**src/rtl/systolic_feed_ctrl.sv**
```systemverilog
// Feed sequencer for one NxN systolic matmul pass: clear, K reads, drain, done.
// Optional cycle-count output enabled by SYSTOLIC_FEED_PERF_EN.
module systolic_feed_ctrl #(
  parameter int N      = 4,
  parameter int K_W    = 8,
  parameter int PE_LAT = 1
) (
  input  logic           i_clk,
  input  logic           i_rstn,
  input  logic           i_start,
  input  logic [K_W-1:0] i_k_len,
  output logic           o_busy,
  output logic           o_acc_clr,
  output logic           o_rd_en,
  output logic [K_W-1:0] o_rd_addr,
  output logic [N-1:0]   o_feed_en,
  output logic           o_done
`ifdef SYSTOLIC_FEED_PERF_EN
  ,
  output logic [15:0]    o_last_cycles
`endif
);

  localparam int TW = K_W + 1;
  localparam logic [TW-1:0] TAIL = TW'(2 * (N - 1) + PE_LAT);

  typedef enum logic [2:0] {
    S_IDLE,
    S_CLEAR,
    S_FEED,
    S_DRAIN,
    S_DONE
  } state_t;

  state_t         state_q, state_d;
  logic [TW-1:0]  t_q, t_d;
  logic [K_W-1:0] k_q;
  logic [TW-1:0]  feed_last;
  logic [TW-1:0]  drain_last;
  logic           accept;
  logic           in_pass;

  assign accept     = (state_q == S_IDLE) && i_start;
  assign feed_last  = {1'b0, k_q} - TW'(1);
  assign drain_last = feed_last + TAIL;
  assign in_pass    = (state_q == S_FEED) || (state_q == S_DRAIN);

  always_ff @(posedge i_clk or negedge i_rstn) begin
    if (!i_rstn) begin
      state_q <= S_IDLE;
      t_q     <= '0;
      k_q     <= '0;
    end else begin
      state_q <= state_d;
      t_q     <= t_d;
      if (accept && (i_k_len != '0)) begin
        k_q <= i_k_len;
      end
    end
  end

  always_comb begin
    state_d = state_q;
    t_d     = t_q;
    unique case (state_q)
      S_IDLE: begin
        t_d = '0;
        if (i_start) begin
          state_d = (i_k_len != '0) ? S_CLEAR : S_DONE;
        end
      end
      S_CLEAR: begin
        t_d     = '0;
        state_d = S_FEED;
      end
      S_FEED: begin
        t_d = t_q + TW'(1);
        if (t_q == feed_last) begin
          state_d = S_DRAIN;
        end
      end
      S_DRAIN: begin
        t_d = t_q + TW'(1);
        if (t_q == drain_last) begin
          state_d = S_DONE;
        end
      end
      S_DONE: begin
        t_d     = '0;
        state_d = S_IDLE;
      end
      default: begin
        t_d     = '0;
        state_d = S_IDLE;
      end
    endcase
  end

  assign o_busy    = (state_q != S_IDLE);
  assign o_acc_clr = (state_q == S_CLEAR);
  assign o_rd_en   = (state_q == S_FEED);
  assign o_rd_addr = o_rd_en ? t_q[K_W-1:0] : '0;
  assign o_done    = (state_q == S_DONE);

  // lane r sees the operand stream delayed r cycles by the skew registers
  always_comb begin
    o_feed_en = '0;
    if (in_pass) begin
      for (int r = 0; r < N; r++) begin
        o_feed_en[r] = (t_q >= TW'(r)) &&
                       (t_q <= TW'(r) + feed_last);
      end
    end
  end

`ifdef SYSTOLIC_FEED_PERF_EN
  logic [15:0] cyc_q;

  always_ff @(posedge i_clk or negedge i_rstn) begin
    if (!i_rstn) begin
      cyc_q         <= '0;
      o_last_cycles <= '0;
    end else begin
      if (accept) begin
        cyc_q <= 16'd1;
      end else if (o_busy && !o_done && (cyc_q != 16'hFFFF)) begin
        cyc_q <= cyc_q + 16'd1;
      end
      if (o_done) begin
        o_last_cycles <= cyc_q;
      end
    end
  end
`endif

endmodule
```
**config.mk**
```make
export PLATFORM = sky130hd
export DESIGN_NAME = systolic_feed_ctrl
export DESIGN_NICKNAME = d
export VERILOG_FILES = /design/src/rtl/systolic_feed_ctrl.sv
export SDC_FILE = /design/constraint.sdc
export NUM_CORES = 1
export LEC_CHECK = 0
export CAP_MARGIN = 5
export CORE_UTILIZATION = 53
export CTS_CLUSTER_SIZE = 24
export DETAILED_ROUTE_END_ITERATION = 16
export PLACE_DENSITY = 0.77
export SLEW_MARGIN = 25
export SYNTH_ARGS = -nofsm -noshare
export SYNTH_HDL_FRONTEND = slang
export SYNTH_SLANG_ARGS = --single-unit
```
**constraint.sdc**
```tcl
create_clock -name i_clk -period 4.53 [get_ports i_clk]
set_input_delay 0.906 -clock i_clk [delete_from_list [all_inputs] [get_ports i_clk]]
set_output_delay 0.906 -clock i_clk [all_outputs]
set_load 0.005 [all_outputs]
```
==> impl_metrics.tcl <==
set metrics [dict create \
    setup.worst_path.end_class "primary output" \
    cp.required_ns 3.62 \
    cpMaxStageDelayCell "dfrtp_1" \
    drtPass1Iterations 4 \
    p_leak_uw 0.00155 \
    initial_utilization 0.559 \
    hold_buffers 0 \
    place_congestion 0.924 \
    hold_slack_ns 0.551 \
    synthTopCellsByArea "ha_1 (20%), dfrtp_1 (19%), xor2_1 (6.2%)" \
    cts.clk_slew.worst_paths_ns 0.07 \
    hp-class "flip-flop to flip-flop" \
    total_power_uw 306 \
    die_w_um 73.1 \
    coreArea_um2 4790 \
    cts_tree "built" \
    port_buffers 26 \
    fmax_mhz 224 \
    synth_nets 357 \
    drt_iter0_drc 117 \
    vias 2475 \
    worst_pin_slew_ns 0.876 \
    grt_usage 0.280 \
    fillCellCount 369 \
    cts-root-buf "clkbuf_8" \
    postRouteAntennaNets 0 \
    synth_edf_count 0 \
    drv_slew 0 \
    diodes 0 \
    ioPinCount 27 \
    rows 25 \
    pwr_density_cell_nw_per_um2 89.9 \
    grt_max_degree 21 \
    post-route-min-period_ns 4.46 \
    dp.cells 414 \
    path_max_fanout 5 \
    die_y_um 73.1 \
    synth_warnings 0 \
    async_reset_ff_frac 1.00 \
    finalSetupViolations 0 \
    htreeDepth 1 \
    max-cap-violations 0 \
    syn2layout_area_growth_pct 27.0 \
    rsz0062_at_grt "true" \
    clk_path_buf_depth 2 \
    antenna_found_initial 0 \
    clock_latency_ns 0.25 \
    synth-seq-cells 20 \
    synthMostInstantiatedCell "ha_1" \
    cts_buffers 3 \
    status "finished, final reports clean" \
    wirelength_um 7110 \
    finalHoldViolations 0 \
    arrival_ns 3.56 \
    grt.overflow.total 0 \
    crit_buf_inv 3 \
    viasPerCell 5.82 \
    ys_types 55 \
    syn_inst 303 \
    cp-start-kind "flip-flop" \
    slowest_delay_ns 0.40 \
    cts.sinks 20 \
    synth.top_cell.area_share 0.201 \
    synthFlopType "dfrtp_1" \
    synth_top_cells_by_count "ha_1 (43), nor2_1 (26), dfrtp_1 (20)" \
    path_cells "inv_2, ha_4, or3b_4, or3_4, xor2_2, buf_6, nor3_2, xor2_1, ha_1, nand4_1, nor2_1, nand4_1, a221o_1, a31oi_1, dlygate4sd2_1" \
    synth_area_um2 2680 \
    grt_pass1_wl_um 11400 \
    post-route-period-util 0.985 \
    grt_pass1_vias 2373 \
    slew_headroom 0.414 \
    dpl.hpwl_um 5370 \
    fin_worst_skew_ns 0.00182 \
    critical_path_class "flip-flop to primary output" \
    layout.cells.non_filler 425 \
    avgSynthCellArea_um2 8.83 \
    drcViolationCount 0 \
    crit_family "simple AND/OR/NAND/NOR gates" \
    nets 414 \
    wl_per_cell_um 16.7 \
    fin_tns_setup_ns 0 \
    cp_common_cell "nand4_1" \
    max-vdd-ir-drop_uv 189 \
    dieArea_um2 5340 \
    synth-seq-area-share 0.187 \
    drive_above_1_share 0.223 \
    yosysTopAreaCell "ha_1" \
]
## state kept, by name (all words and copies together), names as in the netlist
name,flops
k_q,8
state_q,3
t_q,9
## cells by family after synthesis
| family | Yosys count | synth area share |
|---|---|---|
| XOR/XNOR | 43 | 0.162 |
| AND/OR/NAND/NOR | 113 | 0.231 |
| AO/OA/AOI/OAI | 52 | 0.139 |
| multiplexers | 10 | 0.0416 |
| adder cells (fa/ha/maj) | 44 | 0.205 |
| flip-flops | 20 | 0.187 |
| buffers and inverters | 21 | 0.0341 |
## stage by stage
stage	setup slack (ns)	cell area [µm²]	util
after floorplan	0.123	2680	-
after global placement	0.00505	3180	0.665
after detailed placement	-0.101	3180	0.665
after CTS	0.00426	3290	0.687
after global routing	-0.0714	3400	0.710
final	0.0658	3400	0.710
## placed cells by master (no fill, tap or decap), types with 9 or more instances in the layout
master | Yosys | layout
mux2_2 | 9 | 9
ha_1 | 43 | 41
nand2_1 | 18 | 17
a21oi_1 | 11 | 10
xor2_1 | 19 | 19
nor2_1 | 26 | 25
a21o_1 | 10 | 10
dfrtp_1 | 20 | 20
clkdlybuf4s50_1 | 0 | 22
buf_4 | 1 | 36
and2_1 | 9 | 9
xnor2_1 | 18 | 18
## repair_timing
action | in CTS | in global routing
pin swaps | 5 | 9
resized for setup | 22 | 14
buffers inserted | 3 | 5
endpoints found under the setup margin | 4 | 4
## report_power, final
part / internal, µW / leakage (µW) / total, µW / switching [µW]
sequential: 178 / 0.000265 / 178 / 0
combinational: 7.95 / 0.00126 / 13.7 / 5.74
clock: 59.1 / 0.0000216 / 113 / 54.4
## routing by layer
layer / up-vias / global-route usage / share of wire
met3: 21 / 0.0483 / 0.073
met1: 1165 / 0.388 / 0.44
met2: 85 / 0.434 / 0.45
li1: 1204 / - / -
met4: 0 / 0.102 / 0.030
met5: - / 0 / 0
## layout make-up
cell class                 count  area [µm²]  area share
tap                           67        83.8      0.0247
inverter                      10        37.5      0.0110
clock buffer                   3        41.3      0.0122
timing repair buffer          63         533       0.157
multi-input combinational    262        2200       0.648
sequential                    20         500       0.147
## worst paths after layout
| kind | slack [ns] | start | end | cells after the start |
|---|---|---|---|---|
| worst max register to register | 1.59 | k_q[1] | state_q[0] | 12 |
| worst min-delay path | 0.55 | state_q[2] | state_q[1] | 1 |
| max in group asynchronous | 2.84 | i_rstn | state_q[1] | 1 |
| worst min register to register | 0.55 | state_q[2] | state_q[1] | 1 |
| worst max-delay path | 0.07 | k_q[1] | o_feed_en[2] | 15 |
| min in group asynchronous | 1.15 | i_rstn | t_q[7] | 1 |
Power figures use the tool's default switching activity.
==> RTL edit 1 (same settings) <==
Change the parameter `N` from 4 to 2.
--- a/src/rtl/systolic_feed_ctrl.sv
+++ b/src/rtl/systolic_feed_ctrl.sv
@@ -1,7 +1,7 @@
 // Feed sequencer for one NxN systolic matmul pass: clear, K reads, drain, done.
 // Optional cycle-count output enabled by SYSTOLIC_FEED_PERF_EN.
 module systolic_feed_ctrl #(
-  parameter int N      = 4,
+  parameter int N      = 2,
   parameter int K_W    = 8,
   parameter int PE_LAT = 1
 ) (
Interface: changed (resized o_feed_en); port bits go from 27 to 25. The function was not compared with the original's and may differ.
==> RTL edit 1 against the unedited design <==
Worst setup slack improved by 23 ps; sequential cell count unchanged; synthesized area decreased by 25%; critical endpoint is now o_feed_en[1]; routed wire length decreased by 32%; final area decreased by 26%; synthesized cell count decreased by 24%; global-route usage decreased by 2.2 points; sequential share of layout area increased by 5.3 points; non-clock buffer count decreased by 21.
Power is left out: it rests on default switching activity, and per cell area and clock period it moved more than threefold.
==> RTL edit 1: results (changes against the unedited design) <==
* Number of distinct library cells after synthesis at 49 (-11%)
* Cell family with most CP delay: compound AO/OA/AOI/OAI gates
* Reg2reg path depth at 13 (+1)
* Seq/Total Area, Yosys at 0.250 (+0.0635)
* GR Layer Usage met2 at 0.394 (-0.0405)
* WL final at 4.82 mm (-32%)
* Number of global-route vias before repair at 1,729 (-27%)
* Mapped Nets at 266 (-25%)
* Post-CTS setup buffers at 1 (-2)
* Drt first-iter violations at 93 (-21%)
* Fraction of final layout cells sized beyond drive strength 1 at 0.178 (-0.0450)
* Worst rel slew slack at 0.581 (+0.167)
* Top post-synthesis cells by count: 25 x ha_1, 20 x dfrtp_1, 20 x nor2_1
* Clk_skew at 1.76 ps (-0.0619 ps)
* Met3 usage at 0.0236 (-0.0248)
* Post-CTS sizing at 3 (-86%)
* GRT Total Usage at 0.257 (-0.0222)
* Cell area after placement at 0.00238 mm2 (-25%)
* IO Port Bufs at 24 (-7.7%)
* CTS max path bufs at 2 (unchanged)
* Gpl congestion at 0.877 (-5.1%)
* Crit Path Max Fanout at 5 (unchanged)
* Outcome: completed
* Hold Path End: t_q[0]
* # nets final at 306 (-26%)
* Worst Min Path Start: t_q[0]
* Dpl hpwl at 3.71 mm (-31%)
* CP peak stage delay at 490 ps (+90 ps)
* Largest cells by area after synthesis: dfrtp_1 25%, ha_1 16%, xnor2_1 6.6%
-- RTL edit 1: cell count changes in the layout (fill, tap and decap cells not counted), moves of 5 or more --
cell and delta:
xnor2_1 -5, o21ai_0 +7, buf_4 -18, mux2_2 -6
xor2_1 -8, a21o_1 -8, ha_1 -17, nor2_1 -6
-- RTL edit 1: through the flow --
stage / instances / hold slack [ps] / worst slack [ps] / setup TNS, ps
2_1_floorplan: 230 / 493 / 535 / 0
3_3_place_gp: 308 / 529 / 37.9 / 0
3_5_place_dp: 308 / 536 / -40.0 / -40.0
4_1_cts: 313 / 547 / 15.6 / 0
5_1_grt: 315 / 565 / -65.3 / -65.3
6_report: 315 / 548 / 88.5 / 0
-- RTL edit 1: how the worst max path moves through the flow --
stage / startpoint / end / slack [ps] / depth (start not counted)
finish: k_q[1] / o_feed_en[1] / 90 / 14
CTS: k_q[1] / o_feed_en[1] / 20 / 14
floorplan: k_q[0] / o_feed_en[1] / 530 / 13
global route: k_q[1] / o_feed_en[1] / -70 / 14
detailed placement: k_q[1] / o_feed_en[1] / -40 / 14
global placement: k_q[1] / o_feed_en[1] / 40 / 14
-- RTL edit 1: cells by family after synthesis --
group | synth area share
AO/OA/AOI/OAI | 0.149
XOR/XNOR | 0.140
adder cells (fa/ha/maj) | 0.157
buffers and inverters | 0.0363
flip-flops | 0.250
multiplexers | 0.0219
AND/OR/NAND/NOR | 0.246
-- RTL edit 1: area by class of cell --
class	instances	area, um2
multi-input cells	191	1480
fillers	289	965
flip-flops and latches	20	500
repair buffers	42	365
well taps	46	57.6
clock buffers	4	55.1
inverters	12	45.0
-- RTL edit 1: layer usage --
layer  part of all wire  vias up
li1                   -      896
met1               0.49      836
met2               0.46       35
met3              0.039        7
met4              0.014        0
met5                  0        -
==> RTL edit 2 (same settings) <==
Made on the original files. Re-encode `state_t` (5 states) as one-hot, 5 bits wide.
--- a/src/rtl/systolic_feed_ctrl.sv
+++ b/src/rtl/systolic_feed_ctrl.sv
@@ -24,12 +24,12 @@
   localparam int TW = K_W + 1;
   localparam logic [TW-1:0] TAIL = TW'(2 * (N - 1) + PE_LAT);
 
-  typedef enum logic [2:0] {
-    S_IDLE,
-    S_CLEAR,
-    S_FEED,
-    S_DRAIN,
-    S_DONE
+  typedef enum logic [4:0] {
+    S_IDLE  = 5'b00001,
+    S_CLEAR = 5'b00010,
+    S_FEED  = 5'b00100,
+    S_DRAIN = 5'b01000,
+    S_DONE  = 5'b10000
   } state_t;
 
   state_t         state_q, state_d;
Function: same outputs for any inputs over 10 cycles, from zero or initial values and one cycle with i_rstn low; not proved beyond that.
==> RTL edit 2 against the unedited design <==
Sequential share of layout area rose by 1.6 points; routed wire length fell by 2.8%; synthesized area rose by 2.2%; sequential cell count rose by 2; utilization fell by 1.1 points; worst setup slack improved by 28 ps; non-clock buffer count fell by 6; global-route usage fell by 0.85 points; clock skew rose by 2.5 ps; final area fell by 0.26%; synthesized cell count rose by 5.6%; fmax rose by 0.64%; final cell count rose by 2.8%; critical path type unchanged; largest cell class unchanged.
Power is left out: it rests on default switching activity, and per cell area and clock period it moved more than threefold.
==> RTL edit 2: results (changes against the unedited design) <==
* Outcome: completed
* IO Port Bufs at 26 (unchanged)
* Adder-Cell Fraction of Synth Area at 0.200 (-0.00431)
* Clk cell area share at 0.0210 (+0.00889)
* Drt first-iter violations at 142 (+21%)
* XOR/XNOR Fraction of Synth Area at 0.164 (+0.00162)
* Largest cells by area after synthesis: ha_1 20%, dfrtp_1 19%, xnor2_1 7.7%
* Multi-In Gates at 273 (+4.2%)
* WL final at 6.91 mm (-2.8%)
* Fill cell count at 385 (+4.3%)
* Part of the cycle the worst path needs at 0.979 (-0.00625)
* Dpl hpwl at 5.31 mm (-1.2%)
* Cell area after placement at 0.00321 mm2 (+0.75%)
* DR WL met2 at 3.44 mm (+6.7%)
* Clk_skew at 4.35 ps (+2.52 ps)
* Signal buffers share of area at 0.141 (-0.0158)
* Reg-to-Reg End: state_q[2]
* Crit path arrival time at 3530 ps (-30 ps)
* Largest net degree at the start of global routing at 23 (+9.5%)
* Critical Path End: o_feed_en[1]
* Non-clk invs at 14 (+4)
* Vias per cell at 5.70 (-2.0%)
* TritonCTS Sinks at 22 (+10%)
* Drt pass-1 iters at 5 (+1)
* # nets final at 425 (+2.7%)
* Reg area at 553 um2 (+10%)
* GRT Total Usage at 0.271 (-0.00851)
* Met1 Wirelength at 2.99 mm (-4.9%)
* Number of distinct library cells after synthesis at 51 (-7.3%)
* Bufs w/o clock at 57 (-9.5%)
* Crit Path Max Fanout at 3 (-2)
* CP peak stage delay at 470 ps (+70 ps)
* Met3 wire len at 318 um (-38%)
* Top Registers: t_q (9), k_q (8), state_q (5)
* CTS max path bufs at 2 (unchanged)
* Number of global-route vias before repair at 2,438 (+2.7%)
* First-pass GRT wire length at 11.2 mm (-1.6%)
* Gpl congestion at 0.896 (-3.1%)
* Mapped Nets at 374 (+4.8%)
* Multi-input gate area at 0.00215 mm2 (-2.3%)
* CP max stage cell: or4b_4
* Worst flop-to-flop path startpoint: k_q[0]
* Slew at the pin closest to its max-slew limit at 856 ps (-19.9 ps)
* Synth Area in Compound Gates at 0.140 (+0.000271)
* FF-to-FF setup slack at 1650 ps (+60 ps)
* Post-synthesis mux area share at 0.0206 (-0.0210)
-- RTL edit 2: cell types whose count changed after synthesis, sizes merged, moves of 4 or more --
cell   unedited run  this run
a21o             10         3
inv              10        14
o21a              2         6
and3              1         6
mux2              9         5
nor2             26        31
nand2            18        28
a21oi            11        15
nor3             12         7
-- RTL edit 2: what timing repair did --
item | 4_1_cts | 5_1_grt
pin swaps | 2 | 6
resized for setup | 12 | 16
endpoints found under the setup margin | 4 | 4
buffers inserted | 0 | 5
-- RTL edit 2: metrics by stage --
| stage | instances | setup slack [ps] | TNS, ps |
|---|---|---|---|
| CTS | 432 | 2.62 | 0 |
| finish | 437 | 94.2 | 0 |
| detailed placement | 428 | -22.2 | -22.2 |
| global route | 437 | -49.8 | -79.8 |
| global placement | 428 | 55.7 | 0 |
| floorplan | 320 | 128 | 0 |
-- RTL edit 2: per-layer routing --
layer	global-route usage	up-vias
li1	-	1236
met1	0.335	1173
met2	0.481	70
met3	0.0384	14
met4	0.0876	0
met5	0	-
